===== src/rtl/jk_mod_counter.sv =====
// jk_mod_counter
//   Modulo-MODULUS up/down counter whose state bits are JK flops. Every cycle
//   the per-bit J/K drive is computed from the current count and the controls.
//   It is applied on the falling clock edge, the same edge that updates q.
//   Load has priority over count enable. tc/carry allow cascading: drive the
//   next counter's en from this counter's carry.
//
// Parameters
//   WIDTH    counter width in bits
//   MODULUS  count range 0..MODULUS-1, legal range 2 <= MODULUS <= 2**WIDTH
//
// Ports
//   clk      clock, all state changes on the falling edge
//   rst      asynchronous active-high reset (q=0, wrap=0, ovf=0)
//   en       count enable
//   up       direction, 1 = increment, 0 = decrement
//   load     synchronous parallel load (clamped to MODULUS-1)
//   din      load value
//   q        registered count
//   jk_j     per-bit J drive for the coming edge
//   jk_k     per-bit K drive for the coming edge
//   tc       terminal count for the current direction (not gated by en)
//   carry    en & tc & ~load, cascade enable for the next stage
//   wrap     one-cycle pulse after an edge that wrapped
//   ovf      sticky wrap flag          (only with JKCNT_OVF_STICKY_EN)
//   ovf_clr  clears ovf when no wrap   (only with JKCNT_OVF_STICKY_EN)
//
// Optional feature macro: JKCNT_OVF_STICKY_EN
module jk_mod_counter #(
  parameter int WIDTH   = 4,
  parameter int MODULUS = 10
) (
  input  logic             clk,
  input  logic             rst,
  input  logic             en,
  input  logic             up,
  input  logic             load,
  input  logic [WIDTH-1:0] din,
`ifdef JKCNT_OVF_STICKY_EN
  input  logic             ovf_clr,
`endif
  output logic [WIDTH-1:0] q,
  output logic [WIDTH-1:0] jk_j,
  output logic [WIDTH-1:0] jk_k,
  output logic             tc,
  output logic             carry,
  output logic             wrap
`ifdef JKCNT_OVF_STICKY_EN
  ,
  output logic             ovf
`endif
);

  if (WIDTH < 1 || WIDTH > 30 || MODULUS < 2 || MODULUS > (1 << WIDTH)) begin : g_bad_param
    $error("jk_mod_counter: MODULUS must satisfy 2 <= MODULUS <= 2**WIDTH");
  end

  localparam logic [WIDTH-1:0] MAX_V = WIDTH'(MODULUS - 1);
  localparam logic [WIDTH-1:0] ONE   = WIDTH'(1);

  // Out-of-range load values saturate to the top of the count range.
  function automatic logic [WIDTH-1:0] clamp_load(input logic [WIDTH-1:0] v);
    return (v > MAX_V) ? MAX_V : v;
  endfunction

  // Characteristic JK equation: Q+ = J&~Q | ~K&Q.
  function automatic logic [WIDTH-1:0] jk_apply(input logic [WIDTH-1:0] cur,
                                                input logic [WIDTH-1:0] j,
                                                input logic [WIDTH-1:0] k);
    return (j & ~cur) | (~k & cur);
  endfunction

  logic [WIDTH-1:0] q_nxt_p0;

  // Stage p0: next count, JK drive, terminal count and cascade carry
  always_comb begin
    q_nxt_p0 = q;
    if (load) begin
      q_nxt_p0 = clamp_load(din);
    end else if (en) begin
      if (up) q_nxt_p0 = (q == MAX_V) ? '0 : q + ONE;
      else    q_nxt_p0 = (q == '0)    ? MAX_V : q - ONE;
    end
  end

  // Changed bits toggle (11), unchanged bits hold (00); a hold cycle
  // therefore drives all zeros.
  assign jk_j  = q ^ q_nxt_p0;
  assign jk_k  = q ^ q_nxt_p0;
  assign tc    = up ? (q == MAX_V) : (q == '0);
  assign carry = en & tc & ~load;

  // Stage p1: JK state bits and wrap pulse, falling edge
  always_ff @(negedge clk or posedge rst) begin
    if (rst) begin
      q    <= '0;
      wrap <= 1'b0;
    end else begin
      q    <= jk_apply(q, jk_j, jk_k);
      wrap <= carry;
    end
  end

`ifdef JKCNT_OVF_STICKY_EN
  // A wrap on the same edge as ovf_clr keeps the flag set.
  always_ff @(negedge clk or posedge rst) begin
    if (rst)          ovf <= 1'b0;
    else if (carry)   ovf <= 1'b1;
    else if (ovf_clr) ovf <= 1'b0;
  end
`endif

endmodule


===== config.mk =====
export PLATFORM = sky130hd
export DESIGN_NAME = jk_mod_counter
export DESIGN_NICKNAME = d
export VERILOG_FILES = /design/src/rtl/jk_mod_counter.sv
export SDC_FILE = /design/constraint.sdc
export NUM_CORES = 1
export LEC_CHECK = 0
export ABC_AREA = 1
export CORE_MARGIN = 2
export CORE_UTILIZATION = 45
export DETAILED_ROUTE_END_ITERATION = 12
export PLACE_DENSITY_LB_ADDON = 0.25
export SYNTH_ARGS = -nofsm -noshare
export SYNTH_HDL_FRONTEND = slang
export SYNTH_SLANG_ARGS = --single-unit

===== constraint.sdc =====
create_clock -name clk -period 2.73 [get_ports clk]
set_clock_uncertainty 0.05 [all_clocks]
set_input_delay 0.273 -clock clk [delete_from_list [all_inputs] [get_ports clk]]
set_output_delay 0.273 -clock clk [all_outputs]
set_load 0.05 [all_outputs]

==> results.cfg, run 1 <==
[synthesis]
synth_area_um2 = 596
ys_seq_area_frac = 0.210
ys_ff_latch = 5
ys_warn_count = 0
synth_cells = 92
synth_fp_nets = 104
syn_avg_cell_area_um2 = 6.47
synth_cell_types = 19

[placement]
hpwl_um = 1920
dp.cells = 149
io_buffers = 23
gp_congestion = 0.927

[die]
die_h_um = 40.4
io_pins = 24
die_x_um = 40.4
fp-row-count = 13
start_util = 0.469

[status]
haltStage = clock tree synthesis
error_line = [ERROR DPL-0038] Utilization greater than 100%, impossible to legalize
status = aborted with a tool error

[cts]
max-clock-path-buffers = 2
cts_buffers = 3
cts_setup_buffers = 10
cts_resized = 32
cts.hold.buffers_added = 0
cts_sinks = 5
htreeDepth = 1
root_buffer = clkbuf_4
==> cell families after synthesis <==
logic type,synth area share
adders and majority gates,0.0630
buffers and inverters,0.145
and+or+nand+nor,0.511
DFF,0.210
AOI/OAI and AO/OA,0.0714
==> cells in the mapped netlist <==
cell type	instances	area (um2)
nand2_1	31	116
inv_1	11	41.3
nand3_1	8	40.0
dfrtn_1	5	125
nand2_2	5	31.3
nand3_2	5	50.1
nor2_1	5	18.8
buf_4	4	30.0
a21oi_1	3	15.0
ha_1	3	37.5
o21ai_0	3	15.0
nor2_4	2	22.5
buf_6	1	11.3
inv_2	1	3.75
nand4_1	1	6.26
nor2_2	1	6.26
o211ai_2	1	12.5
or2_0	1	6.26
or2_2	1	6.26
==> through the flow <==
stage | worst slack (ns) | cell area (um2) | hold slack, ns
after floorplan | -0.952 | 691 | 0.556
after global placement | -0.489 | 1200 | 0.745
after detailed placement | -0.607 | 1200 | 0.808
==> inputs of run 2 (changes only) <==
--- a/config.mk
+++ b/config.mk
@@ -6,10 +6,10 @@
 export NUM_CORES = 1
 export LEC_CHECK = 0
 export ABC_AREA = 1
-export CORE_MARGIN = 2
-export CORE_UTILIZATION = 45
+export CORE_AREA = 2 2 63 65
 export DETAILED_ROUTE_END_ITERATION = 12
-export PLACE_DENSITY_LB_ADDON = 0.25
+export DIE_AREA = 0 0 65 67
+export PLACE_DENSITY_LB_ADDON = 0.15
 export SYNTH_ARGS = -nofsm -noshare
 export SYNTH_HDL_FRONTEND = slang
 export SYNTH_SLANG_ARGS = --single-unit
==> run 2 against run 1 <==
Compared with the run above: the flow now finishes, with violations (negative setup slack); synthesized area stayed put; synthesized cell count is the same.
==> results.cfg, run 2 <==
[route]
drt_iter0_drc = 16
drc = 0
num_vias = 777
via_per_inst = 4.07
drtAntennaViolNets = 0
first_pass_iters = 4
drt-total-wl_um = 2090
wire_per_inst_um = 11.0

[synthesis]
synthTopCellsByArea = dfrtn_1, nand2_1, nand3_2
synth-edff-count = 0
ys_seq_area_frac = 0.210
ys.flop_type = dfrtn_1
async_reset_ff_frac = 1.00
syn_avg_cell_area_um2 = 6.47
synth_fp_nets = 104
synth_cells = 92
netlist.area_leader.share = 0.210
synth_common_cells = nand2_1, inv_1, nand3_1
synth_cell_types = 19
yosysMostFrequentCell = nand2_1
synth_area_um2 = 596
ys_ff_latch = 5
ys_warn_count = 0
yosysTopAreaCell = dfrtn_1

[grt]
antenna_found_initial = 0
grt_pass1_vias = 747
grt_max_degree = 9
grt_util_all_layers = 0.106
grt_pass1_wl_um = 3460
gr-total-overflow = 0

[timing]
worst_pin_slew_ns = 0.299
maxSlewViolCount = 0
worst_slack_ns = -0.722
hold_violations = 0
finalSetupViolations = 13
rsz0062_at_grt = yes
max_slew_margin = 0.801

[placement]
hpwl_um = 1680
io_buffers = 23
gp_congestion = 0.851
placed_cell_area_mm2 = 0.00122

[worst_setup_path]
max_stage_delay_ns = 0.39
critPathKind = register to output pin
cp_data_arrival_time_ns = 3.13
critPathMaxFanout = 5
crit_slowest_cell = dfrtn_1
crit_path_cell_trace = ha_1 > or2_0 > nand3_1 > nand2_1 > nand2_1 > nand3_2 > nand2_2 > nand2_2 > nand2_4 > buf_12
setup.worst_path.end_class = output pin
start_kind = register
required_ns = 2.41

[cts]
cts.hold.buffers_added = 0
cts_buffers = 3
root_buffer = clkbuf_8
cts_sinks = 5
path_clk_slew_ns = 0.03
cts_tree = built
max-clock-path-buffers = 2
htreeDepth = 1
insertion_delay_ns = 0.25

[final_layout]
nFillCells = 392
nets = 156
layout_commonest_cell = buf_4
area_growth_pct = 138
drive_gt1_frac = 0.629
final_cell_mix = buf_4, nand2_1, buf_12, nand2_2
postLayoutCellArea_mm2 = 0.00142
utilization = 0.393
largest_register_ffs = 4
top_regs = q: 4 flops, wrap: 1 flops
largest_register = q
n_antenna_cell = 0

[power]
peakVddDrop_uv = 203
power.leakage_nw = 0.684
powerDensity_mw_per_mm2 = 506

[job]
max_cap_viol_count = 0

[die]
die_area_mm2 = 0.00436
start_util = 0.165
die_h_um = 67
core_area_mm2 = 0.00361
fp-row-count = 22
die_x_um = 65
io_pins = 24

[status]
status = finished, violations left
violations = negative setup slack

[min_path]
hold_path.class = register to register
==> run 2: path summary, 6_finish.rpt <==
check,from,endpoint,slack [ns],depth (start not counted)
max,q[0],jk_k[2],-0.72,10
min,q[1],q[1],0.80,5
max reg2reg,q[0],q[2],1.11,10
min reg2reg,q[1],q[1],0.80,5
max in group asynchronous,rst,q[0],0.93,2
min in group asynchronous,rst,wrap,1.46,2
==> run 2: where the power goes <==
| group | total, W | switching [W] | internal, W | leakage (nW) |
|---|---|---|---|---|
| clock network | 0.000143 | 0.0000419 | 0.000101 | 0.0228 |
| registers | 0.0000956 | 0.0000130 | 0.0000826 | 0.0601 |
| logic | 0.000479 | 0.000249 | 0.000231 | 0.601 |
==> run 2: routing by layer <==
metal  vias to the layer above  wire (um)  global-route usage
met2                        30       1100               0.189
met4                         0         27              0.0399
met1                       359        855               0.122
li1                        386          -                   -
met3                         2        109              0.0236
met5                         -          0                   0
==> run 2: metrics by stage <==
stage	total power (W)	setup slack (ns)	setup TNS, ns	hold slack [ns]	instances
after detailed placement	0.000531	-0.484	-5.93	0.699	179
after global routing	0.000757	-0.806	-8.10	0.849	191
final	0.000718	-0.722	-6.98	0.796	191
after global placement	0.000529	-0.487	-5.80	0.679	179
after CTS	0.000710	-0.741	-7.20	0.759	189
after floorplan	0.000347	-0.952	-8.20	0.556	92
==> run 2: critical path, delay by kind of cell (launching register included) <==
family,cells,cell delay (ns)
flip-flops,1,0.39
adder cells (fa/ha/maj),1,0.24
buffers and inverters,1,0.14
AND/OR/NAND/NOR,8,0.75
==> run 2: what timing repair did <==
item,4_1_cts,5_1_grt
endpoints found under the setup margin,17,15
gates resized for setup,16,16
buffers inserted,6,3
cloned,0,0
pin swaps,6,9
==> run 2: layout make-up <==
class / instances / area (um2) / share of cell area
Clock buffer: 4 / 45.0 / 0.0317
Inverter: 12 / 45.0 / 0.0317
Multi-Input combinational cell: 70 / 518 / 0.365
Sequential cell: 5 / 125 / 0.0882
Tap cell: 48 / 60.1 / 0.0423
Timing Repair Buffer: 52 / 626 / 0.441
==> run 2: logic make-up after synthesis <==
family                     count (synthesis)  share of synthesized area
adders and majority gates                  3                     0.0630
DFF                                        5                      0.210
AOI/OAI and AO/OA                          7                     0.0714
buffers and inverters                     17                      0.145
and+or+nand+nor                           60                      0.511
Note: power is estimated with default switching activity, not from simulation.
